--- src/rtl/ldpc_3gpp_enc_src_ctrl_pkg.sv ---
// ldpc_3gpp_enc_types: shared encoder types, base-graph limits and geometry helper.
package ldpc_3gpp_enc_types;

    typedef struct packed {
        logic sof;
        logic eof;
        logic sop;
        logic eop;
    } strb_t;

    typedef logic [8:0] hb_zc_t;
    typedef logic [4:0] hb_col_t;

    localparam int cDAT_W = 8;
    typedef logic [cDAT_W-1:0] dat_t;

    // systematic column count per base graph: BG1, BG2
    localparam int cGR_SYST_BIT_COL [2] = '{22, 10};

    function automatic int unsigned ceil_div(input int unsigned a, input int unsigned b);
        return (a + b - 1) / b;
    endfunction

endpackage

--- src/rtl/ldpc_3gpp_enc_src_ctrl_if.sv ---
// ldpc_3gpp_enc_src_ctrl_if: upload bus into the A*u'/C*u' accumulation stage.
interface ldpc_3gpp_enc_src_ctrl_if import ldpc_3gpp_enc_types::*; #(
    parameter int pDAT_W = 8
);

    logic              owrite;
    logic              owstart;
    strb_t             owstrb;
    hb_col_t           owcol;
    logic [pDAT_W-1:0] owdat;

    modport master (output owrite, owstart, owstrb, owcol, owdat);
    modport slave  (input  owrite, owstart, owstrb, owcol, owdat);

endinterface

--- src/rtl/ldpc_3gpp_enc_src_cnt.sv ---
// ldpc_3gpp_enc_src_cnt: word/column position counters with frame geometry and terminal flags.
module ldpc_3gpp_enc_src_cnt import ldpc_3gpp_enc_types::*; #(
    parameter int pADDR_W = 8
) (
    input  logic               iclk,
    input  logic               ireset_n,
    input  logic               iclkena,
    input  logic               ild,
    input  logic               iinc,
    input  logic [pADDR_W-1:0] iword_max,
    input  hb_col_t            icol_max,
    output hb_col_t            ocol,
    output logic               osop,
    output logic               oeop,
    output logic               olast
);

    logic [pADDR_W-1:0] word_q, word_max_q, word_max, word;
    hb_col_t            col_q, col_max_q, col_max;

    // a load presents position 0 with the fresh geometry in the same cycle
    always_comb begin
        word_max = ild ? iword_max : word_max_q;
        col_max  = ild ? icol_max : col_max_q;
        word     = ild ? '0 : word_q;
        ocol     = ild ? '0 : col_q;
        osop     = word == '0;
        oeop     = word == word_max;
        olast    = oeop && ocol == col_max;
    end

    always_ff @(posedge iclk or negedge ireset_n) begin
        if (!ireset_n) begin
            word_q     <= '0;
            col_q      <= '0;
            word_max_q <= '0;
            col_max_q  <= '0;
        end else if (iclkena) begin
            if (ild) begin
                word_max_q <= iword_max;
                col_max_q  <= icol_max;
            end
            if (iinc) begin
                word_q <= oeop ? '0 : word + 1'b1;
                col_q  <= oeop ? ocol + 1'b1 : ocol;
            end
        end
    end

endmodule

--- src/rtl/ldpc_3gpp_enc_src_ctrl.sv ---
// ldpc_3gpp_enc_src_ctrl: slices a systematic word stream into Zc columns for the upload bus.
// Optional LDPC_3GPP_ENC_SRC_PAD_EN zeroes the bits beyond Zc in each column's last word.
module ldpc_3gpp_enc_src_ctrl import ldpc_3gpp_enc_types::*; #(
    parameter int pADDR_W = 8,
    parameter int pDAT_W  = 8,
    parameter int pIDX_GR = 0
) (
    input  logic                          iclk,
    input  logic                          ireset_n,
    input  logic                          iclkena,
    input  hb_zc_t                        iused_zc,
    input  logic [4:0]                    inum_col,
    input  logic                          ival,
    input  logic                          isop,
    input  logic [pDAT_W-1:0]             idat,
    output logic                          ordy,
    input  logic                          irelease,
    ldpc_3gpp_enc_src_ctrl_if.master      wr,
    output logic                          odone,
    output logic                          oerr
);

    typedef enum logic [1:0] {IDLE, LOAD, WAIT_REL} state_t;

    localparam int cKB_MAX = cGR_SYST_BIT_COL[pIDX_GR];

    state_t             state, state_nxt;
    logic               acc, start, emit, stray, sop, eop, last, done_pend;
    logic [pADDR_W-1:0] word_max;
    hb_col_t            col_max, col;
    logic [pDAT_W-1:0]  dat;

    assign word_max = pADDR_W'(ceil_div(32'(iused_zc), pDAT_W) - 1);
    // out-of-range column counts are clamped to the base graph's systematic width
    assign col_max  = (inum_col == '0) ? '0 :
                      (32'(inum_col) > cKB_MAX) ? hb_col_t'(cKB_MAX - 1) : inum_col - 1'b1;

    ldpc_3gpp_enc_src_cnt #(.pADDR_W(pADDR_W)) u_cnt (
        .iclk      (iclk),
        .ireset_n  (ireset_n),
        .iclkena   (iclkena),
        .ild       (start),
        .iinc      (emit),
        .iword_max (word_max),
        .icol_max  (col_max),
        .ocol      (col),
        .osop      (sop),
        .oeop      (eop),
        .olast     (last)
    );

`ifdef LDPC_3GPP_ENC_SRC_PAD_EN
    hb_zc_t            zc_q, zc;
    int unsigned       rem;
    logic [pDAT_W-1:0] pad_mask;
    always_comb begin
        zc       = start ? iused_zc : zc_q;
        rem      = 32'(zc) % pDAT_W;
        pad_mask = (eop && rem != 0) ? ~({pDAT_W{1'b1}} << rem) : '1;
        dat      = idat & pad_mask;
    end
    always_ff @(posedge iclk or negedge ireset_n) begin
        if (!ireset_n)
            zc_q <= '0;
        else if (iclkena && start)
            zc_q <= iused_zc;
    end
`else
    assign dat = idat;
`endif

    // a sop is always taken as word 0, even mid-frame (abort and restart)
    always_comb begin
        acc       = ival && ordy && iclkena;
        start     = acc && isop;
        emit      = acc && (isop || state == LOAD);
        stray     = acc && !isop && state == IDLE;
        state_nxt = state;
        if (emit)
            state_nxt = last ? WAIT_REL : LOAD;
        else if (state == WAIT_REL && irelease)
            state_nxt = IDLE;
    end

    always_ff @(posedge iclk or negedge ireset_n) begin
        if (!ireset_n) begin
            state      <= IDLE;
            ordy       <= 1'b0;
            wr.owrite  <= 1'b0;
            wr.owstart <= 1'b0;
            wr.owstrb  <= '0;
            wr.owcol   <= '0;
            wr.owdat   <= '0;
            done_pend  <= 1'b0;
            odone      <= 1'b0;
            oerr       <= 1'b0;
        end else begin
            // owrite follows emit every clock so a stalled enable never repeats a write
            wr.owrite <= emit;
            if (iclkena) begin
                state      <= state_nxt;
                ordy       <= state_nxt != WAIT_REL;
                wr.owstart <= start;
                wr.owstrb  <= emit ? strb_t'({start, last, sop, eop}) : '0;
                done_pend  <= emit && last;
                odone      <= done_pend;
                oerr       <= start ? (state == LOAD) : (oerr || stray);
                if (emit) begin
                    wr.owcol <= col;
                    wr.owdat <= dat;
                end
            end
        end
    end

endmodule
--- src/flat_wrapper.sv ---
// flat-port wrapper written by rule: the top's interface ports become plain ports
module ldpc_3gpp_enc_src_ctrl_flat import ldpc_3gpp_enc_types::*;
#(
    parameter int pADDR_W = 8,
    parameter int pDAT_W  = 8,
    parameter int pIDX_GR = 0
)
  (iclk, ireset_n, iclkena, iused_zc, inum_col, ival, isop, idat, ordy, irelease, odone, oerr, wr_owrite, wr_owstart, wr_owstrb, wr_owcol, wr_owdat);
  ldpc_3gpp_enc_src_ctrl_if #(.pDAT_W(pDAT_W)) wr_i ();
  input  logic iclk;
  input  logic ireset_n;
  input  logic iclkena;
  input  hb_zc_t iused_zc;
  input  logic [4:0] inum_col;
  input  logic ival;
  input  logic isop;
  input  logic [pDAT_W-1:0] idat;
  output logic ordy;
  input  logic irelease;
  output logic odone;
  output logic oerr;
  output wire logic [$bits(wr_i.owrite)-1:0] wr_owrite;
  output wire logic [$bits(wr_i.owstart)-1:0] wr_owstart;
  output wire logic [$bits(wr_i.owstrb)-1:0] wr_owstrb;
  output wire logic [$bits(wr_i.owcol)-1:0] wr_owcol;
  output wire logic [$bits(wr_i.owdat)-1:0] wr_owdat;
  assign wr_owrite = wr_i.owrite;
  assign wr_owstart = wr_i.owstart;
  assign wr_owstrb = wr_i.owstrb;
  assign wr_owcol = wr_i.owcol;
  assign wr_owdat = wr_i.owdat;
  ldpc_3gpp_enc_src_ctrl #(.pADDR_W(pADDR_W), .pDAT_W(pDAT_W), .pIDX_GR(pIDX_GR)) u_core (.iclk(iclk), .ireset_n(ireset_n), .iclkena(iclkena), .iused_zc(iused_zc), .inum_col(inum_col), .ival(ival), .isop(isop), .idat(idat), .ordy(ordy), .irelease(irelease), .wr(wr_i), .odone(odone), .oerr(oerr));
endmodule
--- config.mk ---
export PLATFORM = sky130hd
export DESIGN_NAME = ldpc_3gpp_enc_src_ctrl_flat
export DESIGN_NICKNAME = d
export VERILOG_FILES = /design/src/rtl/ldpc_3gpp_enc_src_ctrl_pkg.sv /design/src/rtl/ldpc_3gpp_enc_src_ctrl_if.sv /design/src/rtl/ldpc_3gpp_enc_src_cnt.sv /design/src/rtl/ldpc_3gpp_enc_src_ctrl.sv /design/src/flat_wrapper.sv
export SDC_FILE = /design/constraint.sdc
export NUM_CORES = 1
export LEC_CHECK = 0
export BUFFER_PORTS_ARGS = -buffer_cell sky130_fd_sc_hd__buf_2
export CAP_MARGIN = 20
export CORE_UTILIZATION = 47
export DETAILED_ROUTE_END_ITERATION = 12
export GPL_ROUTABILITY_DRIVEN = 0
export PLACE_DENSITY = 0.69
export SLEW_MARGIN = 30
export SYNTH_ARGS = -nofsm -noshare
export SYNTH_HDL_FRONTEND = slang
export SYNTH_SLANG_ARGS = --single-unit
--- constraint.sdc ---
create_clock -name iclk -period 3.09 [get_ports iclk]
set_clock_uncertainty 0.1 [all_clocks]
set_input_delay 0 -clock iclk [delete_from_list [all_inputs] [get_ports iclk]]
set_output_delay 0 -clock iclk [all_outputs]
set_load 0.02 [all_outputs]
==> results of run 1 <==
## path summary, 6_finish.rpt
check                                                    start                                      to  slack (ns)  depth (start not counted)
worst max register to register         u_core.ordy$_DFFE_PN0P_       u_core.u_cnt.col_q[3]$_DFFE_PN0P_        0.38                          8
worst min register to register  u_core.wr.owdat[1]$_DFFE_PN0P_          u_core.wr.owdat[1]$_DFFE_PN0P_        0.37                          2
worst max-delay path                               inum_col[0]                 u_core.ordy$_DFFE_PN0P_        0.36                         11
min in group asynchronous                             ireset_n  u_core.u_cnt.word_max_q[6]$_DFFE_PN0P_        0.15                          2
max in group asynchronous                             ireset_n   u_core.u_cnt.col_max_q[2]$_DFFE_PN0P_        2.32                          2
worst min-delay path                               inum_col[1]   u_core.u_cnt.col_max_q[1]$_DFFE_PN0P_        0.03                          4
## flip-flops by register name (all words and copies together) (netlist names)
register,cells
u_core.u_cnt.word_max_q,8
u_core.u_cnt.word_q,8
u_core.wr.owdat,8
u_core.u_cnt.col_max_q,5
u_core.u_cnt.col_q,5
u_core.wr.owcol,5
u_core.wr.owstrb,4
u_core.state,2
u_core.odone,1
u_core.oerr,1
u_core.ordy,1
u_core.wr.owrite,1
## metal layers
layer  share of wire [%]  GRT usage, %
met1                  50          31.3
met4                0.98          5.49
met2                  45          33.2
met5                   0             0
met3                 4.1          3.08
## repair_timing
item | 4_1_cts | 5_1_grt
hold buffers | 16 | 0
hold endpoints to repair | 64 | 0
gates resized for setup | 0 | 0
## power breakdown
| group | switching (mW) | internal, mW |
|---|---|---|
| Combinational | 0.306 | 0.217 |
| Clock | 0.228 | 0.161 |
| Sequential | 0.0973 | 0.750 |
| Total | 0.631 | 1.13 |
## cell type report
type                       instances  area share [%]
clock buffer                       5            1.89
clock inverter                     3           0.584
inverter                          12            1.24
multi-input combinational        273            47.5
sequential                        49            33.7
tap                               77            2.65
timing repair buffer              71            12.4
## critical path, cell delays in order
cell,delay [ns]
dlygate4sd3_1,0.53
buf_2,0.13
inv_1,0.08
ha_1,0.18
or3b_2,0.47
o21ai_0,0.28
o31ai_1,0.15
a221oi_1,0.24
o21ai_0,0.19
nor4b_2,0.43
o2bb2ai_1,0.13
## cells in the final DEF, fill, tap and decap left out, types with 2 or more instances in the layout
cell,n
or4_1,4
nor2_1,21
dlygate4sd3_1,16
o22ai_1,2
nand4_1,6
nor3_1,12
a22oi_1,3
buf_2,48
buf_4,7
nand2b_1,3
o21ai_0,20
o31ai_1,6
nand2_1,62
clkbuf_8,5
xor2_1,15
ha_1,8
and4_1,2
o21ai_1,2
a21oi_1,13
a211o_1,2
or3_1,2
a221oi_1,3
and2_1,5
a211oi_1,5
xnor2_1,12
o211ai_1,4
a22o_1,3
nor4_1,2
and3_1,6
nand3_1,14
a21o_1,7
dfrtp_1,49
inv_1,12
o21a_1,2
## cell usage after synthesis (all sizes together) (3+ instances only)
| cell type | instances |
|---|---|
| a211oi | 5 |
| a21o | 7 |
| a21oi | 14 |
| a221oi | 3 |
| a22o | 3 |
| a22oi | 3 |
| and2 | 5 |
| and3 | 6 |
| buf | 5 |
| clkbuf | 12 |
| dfrtp | 49 |
| ha | 8 |
| inv | 12 |
| nand2 | 62 |
| nand2b | 3 |
| nand3 | 14 |
| nand4 | 6 |
| nor2 | 21 |
| nor3 | 12 |
| o211ai | 4 |
| o21ai | 23 |
| o31ai | 6 |
| or4 | 4 |
| xnor2 | 12 |
| xor2 | 15 |
## cells by family after synthesis
group	synth area share [%]
flip-flops	39.8
AND/OR/NAND/NOR	24.9
buffers and inverters	4.10
AO/OA/AOI/OAI	18.9
multiplexers	0.690
XOR/XNOR	8.40
adder cells (fa/ha/maj)	3.25
==> qor.csv, run 1 <==
stage,metric,value,unit
power,p_total,1.76,mW
timing,layout_setup_ws,0.355,ns
cells_and_area,diodes,0,
timing,tightestPinTransition,0.885,ns
detailed_routing,viasPerCell,5.65,
yosys,synth_top_area_share,39.8,%
timing,finalMaxSlewViolations,0,
timing,rsz0062_at_grt,false,
floorplan,die_area,0.00689,mm²
detailed_routing,postRouteAntennaNets,0,
cells_and_area,layout.cells.non_filler,490,
detailed_routing,vias,2770,
worst_setup_path,arrival,2.82,ns
timing,finalSetupViolations,0,
power,p_leak,1.74,nW
detailed_routing,wl_per_cell,14.6,µm
yosys,avgSynthCellArea,8.79,µm²
timing,hold_viol_final,0,
yosys,ys.flop_type,dfrtp_1,
clocking,cts_tree,done,
clocking,ctsLongestPathBuffers,2,
floorplan,fp.dieH,83.0,µm
cells_and_area,finish.instance_area,0.00364,mm²
yosys,yosys.area.top_type,dfrtp_1,
global_routing,antenna_found_initial,0,
yosys,syn-num-nets,387,
global_routing,grt_usage,21.3,%
timing,hold_ws,0.0266,ns
global_routing,grt_max_degree,50,
yosys,ys_seq_area_share,39.8,%
yosys,synth.area.top_cells,"dfrtp_1, nand2_1, xor2_1, xnor2_1, ha_1",
timing,tns,0,ns
job,maxCapViolCount,0,
timing,fmax,366,MHz
power,ir_worst_vdd,400,µV
worst_setup_path,worstPathMaxFanout,4,
yosys,async_flop_share,100,%
worst_setup_path,start_kind,input pin,
yosys,ys_types,61,
floorplan,die_w,83.0,µm
worst_setup_path,critPathCaptureType,flop,
hold_path,holdCritPathClass,in -> reg,
yosys,synth_seq_cells,49,
placement,dpl.cell_count,466,
detailed_routing,detail_route.first_pass.iterations,5,
detailed_routing,drt_iter0_markers,179,
power,power_density,483,mW/mm²
yosys,syn-instance-count,351,
cells_and_area,num-nets-final,448,
placement,dpl.hpwl,5110,µm
detailed_routing,drc_errors,0,
placement,dp_slack,0.120,ns
timing,slew_headroom,40.8,%
worst_setup_path,cp.required,3.18,ns
floorplan,coreArea,0.00635,mm²
clocking,clk_pin_slew,0.10,ns
cells_and_area,drive_gt1_share,18.2,%
yosys,netlist_area,0.00308,mm²
status,outcome,finished clean,
global_routing,grt_pass1_wl,12000,µm
clocking,cts_made_buffers,5,
yosys,yosysWarnings,0,
worst_setup_path,crit_type,in -> reg,
placement,placedInstanceArea,0.00339,mm²
cells_and_area,multi_input_area,0.00173,mm²
placement,numPortBuffers,49,
detailed_routing,wirelength,7180,µm
clocking,cts-root-buf,clkbuf_8,
timing,fin_crit_sh,88.5,%
cells_and_area,regArea,0.00123,mm²
yosys,synth_edf_count,0,
global_routing,grt_overflow,0,
global_routing,grt_pass1_vias,2545,
floorplan,start_util,48.6,%
cells_and_area,n_fill_cell,577,
timing,period_minus_slack,2.73,ns
cells_and_area,syn2layout_area_growth,18.1,%
clocking,cts_sinks,49,
clocking,post_cts_buffers,0,
clocking,htreeDepth,2,
cells_and_area,fin_util,57.4,%
floorplan,rows,29,
floorplan,pin_count,50,
clocking,clk_latency,0.31,ns
No activity file was read; power rests on OpenSTA's default activity.
==> inputs of run 2 (changes only) <==
- CORE_MARGIN: not set -> 2
- CTS_BUF_LIST: not set -> sky130_fd_sc_hd__clkbuf_16
==> qor.csv, run 2 (synthesis gave the netlist of run 1 again) <==
stage,metric,value,unit,change
status,outcome,finished clean,,
cells_and_area,num-nets-final,447,,-0.22%
global_routing,grt_pass1_wl,12200,µm,+1.1%
power,comb_power_share,26.4,%,-3.3 points
clocking,clk_pin_slew,0.06,ns,-0.04 ns
job,maxCapViolCount,0,,unchanged
worst_setup_path,arrival,2.78,ns,-0.04 ns
worst_setup_path,critPathLaunch,inum_col[0],,
power,seqPwrFrac,43.2,%,-5.0 points
worst_setup_path,critical_path.max_stage_delay,0.54,ns,about the same
placement,dp_slack,0.151,ns,+0.0319 ns
power,switching_share,31.8,%,-4.1 points
timing,tns,0,ns,unchanged
cells_and_area,regArea,0.00123,mm²,unchanged
cells_and_area,layout_commonest_cell,nand2_1,,
floorplan,pin_count,50,,unchanged
placement,numPortBuffers,49,,unchanged
hold_path,hp-start,ival,,
cells_and_area,mostFrequentLayoutCells,"nand2_1, dfrtp_1, buf_2, nor2_1, o21ai_0",,
detailed_routing,detail_route.first_pass.iterations,4,,-1
worst_setup_path,crit_type,in -> reg,,
power,switchingPower,0.626,mW,-0.78%
cells_and_area,n_fill_cell,546,,-5.4%
detailed_routing,postRouteAntennaNets,0,,unchanged
worst_setup_path,worstPathMaxFanout,4,,unchanged
worst_setup_path,crit_path_frequent_cell,o21ai_0,,
floorplan,start_util,48.6,%,unchanged
worst_setup_path,r2r-start,u_core.ordy$_DFFE_PN0P_,,
power,power_density,531,mW/mm²,+10%
detailed_routing,wirelength,7170,µm,-0.17%
worst_setup_path,crit_family,compound AO/OA/AOI/OAI gates,,
worst_setup_path,reg2reg_to,u_core.u_cnt.col_q[3]$_DFFE_PN0P_,,
clocking,cts-root-buf,clkbuf_16,,
global_routing,grt_pass1_vias,2547,,+0.079%
detailed_routing,drt_iter0_markers,169,,-5.6%
floorplan,fp.dieH,85.0,µm,+2.4%
worst_setup_path,r2r_slack,0.60,ns,+0.22 ns
timing,layout_setup_ws,0.367,ns,+0.0116 ns
worst_setup_path,start_kind,input pin,,
global_routing,antenna_found_initial,0,,unchanged
timing,finalMaxSlewViolations,0,,unchanged
timing,fin_crit_sh,88.1,%,-0.38 points
floorplan,rows,29,,unchanged
timing,slew_headroom,57.7,%,+17 points
floorplan,die_area,0.00723,mm²,+4.9%
clocking,clk_latency,0.29,ns,-0.02 ns
cells_and_area,drive_gt1_share,18.0,%,-0.20 points
cells_and_area,diodes,0,,unchanged
clocking,ctsLongestPathBuffers,2,,unchanged
timing,finalSetupViolations,0,,unchanged
clocking,cts_sinks,49,,unchanged
power,p_clk_share,30.4,%,+8.3 points
timing,hold_viol_final,0,,unchanged
clocking,cts_made_buffers,5,,unchanged
cells_and_area,multi_input_area,0.00173,mm²,+0.14%
clocking,htreeDepth,2,,unchanged
floorplan,coreArea,0.00635,mm²,unchanged
worst_setup_path,critPathCaptureType,flop,,
clocking,cts_tree,done,,
timing,hold_ws,0.0374,ns,+0.0108 ns
timing,tightestPinTransition,0.630,ns,-0.255 ns
placement,dpl.hpwl,5080,µm,-0.70%
worst_setup_path,slowest_stage,dlygate4sd3_1,,
clocking,post_cts_buffers,0,,unchanged
hold_path,hold_path_depth,4,,unchanged
power,p_leak,1.78,nW,+2.1%
hold_path,holdCritPathClass,in -> reg,,
floorplan,die_w,85.0,µm,+2.4%
power,p_int,1.34,mW,+19%
global_routing,grt_overflow,0,,unchanged
worst_setup_path,cp_cell_sequence,"dlygate4sd3_1, buf_2, inv_1, ha_1, or3b_2, o21ai_0, o31ai_1, a221oi_1, o21ai_0, nor4b_2, o2bb2ai_1",,
worst_setup_path,cp.required,3.15,ns,-0.03 ns
worst_setup_path,reg2reg_depth,9,,+1
detailed_routing,drc_errors,0,,unchanged
worst_setup_path,cp.buffers_inverters,3,,unchanged
timing,period_minus_slack,2.72,ns,-0.0116 ns
cells_and_area,largestRegisters,"u_core.u_cnt.word_max_q: 8 flops, u_core.u_cnt.word_q: 8 flops, u_core.wr.owdat: 8 flops",,
global_routing,grt_max_degree,50,,unchanged
detailed_routing,wl_per_cell,14.7,µm,about the same
detailed_routing,vias,2789,,+0.69%
worst_setup_path,crit_cells,11,,unchanged
timing,fmax,367,MHz,+0.43%
power,ir_worst_vdd,391,µV,-2.3%
hold_path,whs_endpoint,u_core.oerr$_DFFE_PN0P_,,
power,p_total,1.97,mW,+12%
global_routing,grt_usage,20.6,%,-0.67 points
timing,rsz0062_at_grt,false,,
cells_and_area,syn2layout_area_growth,20.2,%,
detailed_routing,viasPerCell,5.70,,+0.89%
-- run 2: what timing repair did --
item	in CTS	in global routing
endpoints found under the setup margin	0	1
hold buffers	15	0
gates resized for setup	0	1
endpoints found under the hold margin	64	0
-- run 2: cell type report --
type,instances,area share (%)
Clock buffer,5,3.37
Clock inverter,3,1.01
Inverter,12,1.21
Multi-Input combinational cell,273,46.8
Sequential cell,49,33.1
Tap cell,77,2.60
Timing Repair Buffer,70,11.9
-- run 2: metrics by stage --
stage          utilization, %  instances  cell area [µm²]
6_report                 58.4        489             3710
3_3_place_gp             53.4        466             3390
5_1_grt                  58.4        489             3710
2_1_floorplan               -        351             3080
4_1_cts                  58.3        489             3700
3_5_place_dp             53.4        466             3390
-- run 2: worst max-delay path by stage --
stage | end | slack (ns)
CTS | u_core.u_cnt.col_q[3]$_DFFE_PN0P_ | 0.26
floorplan | u_core.u_cnt.col_q[2]$_DFFE_PN0P_ | 0.53
finish | u_core.ordy$_DFFE_PN0P_ | 0.37
detailed placement | u_core.u_cnt.col_q[1]$_DFFE_PN0P_ | 0.15
global route | u_core.ordy$_DFFE_PN0P_ | 0.14
global placement | u_core.u_cnt.col_q[1]$_DFFE_PN0P_ | 0.22
-- run 2: power groups by stage --
stage,clock network [mW],logic (mW),registers (mW)
2_1_floorplan,0,0.311,0.885
3_3_place_gp,0,0.495,0.855
3_5_place_dp,0,0.506,0.859
4_1_cts,0.611,0.523,0.848
5_1_grt,0.634,0.583,0.864
6_report,0.599,0.520,0.850
-- run 2: metal layers --
metal	share of wire, %	GRT usage (%)
met4	1.5	5.92
met1	48	30.4
met3	4.4	3.60
met5	0	0
met2	46	31.3
-- run 2: tightest hold or removal path: cells and delay by family --
kind	cells	cell delay, ns
AND/OR/NAND/NOR	2	0.20
AO/OA/AOI/OAI	1	0.08
buffers and inverters	1	0.10
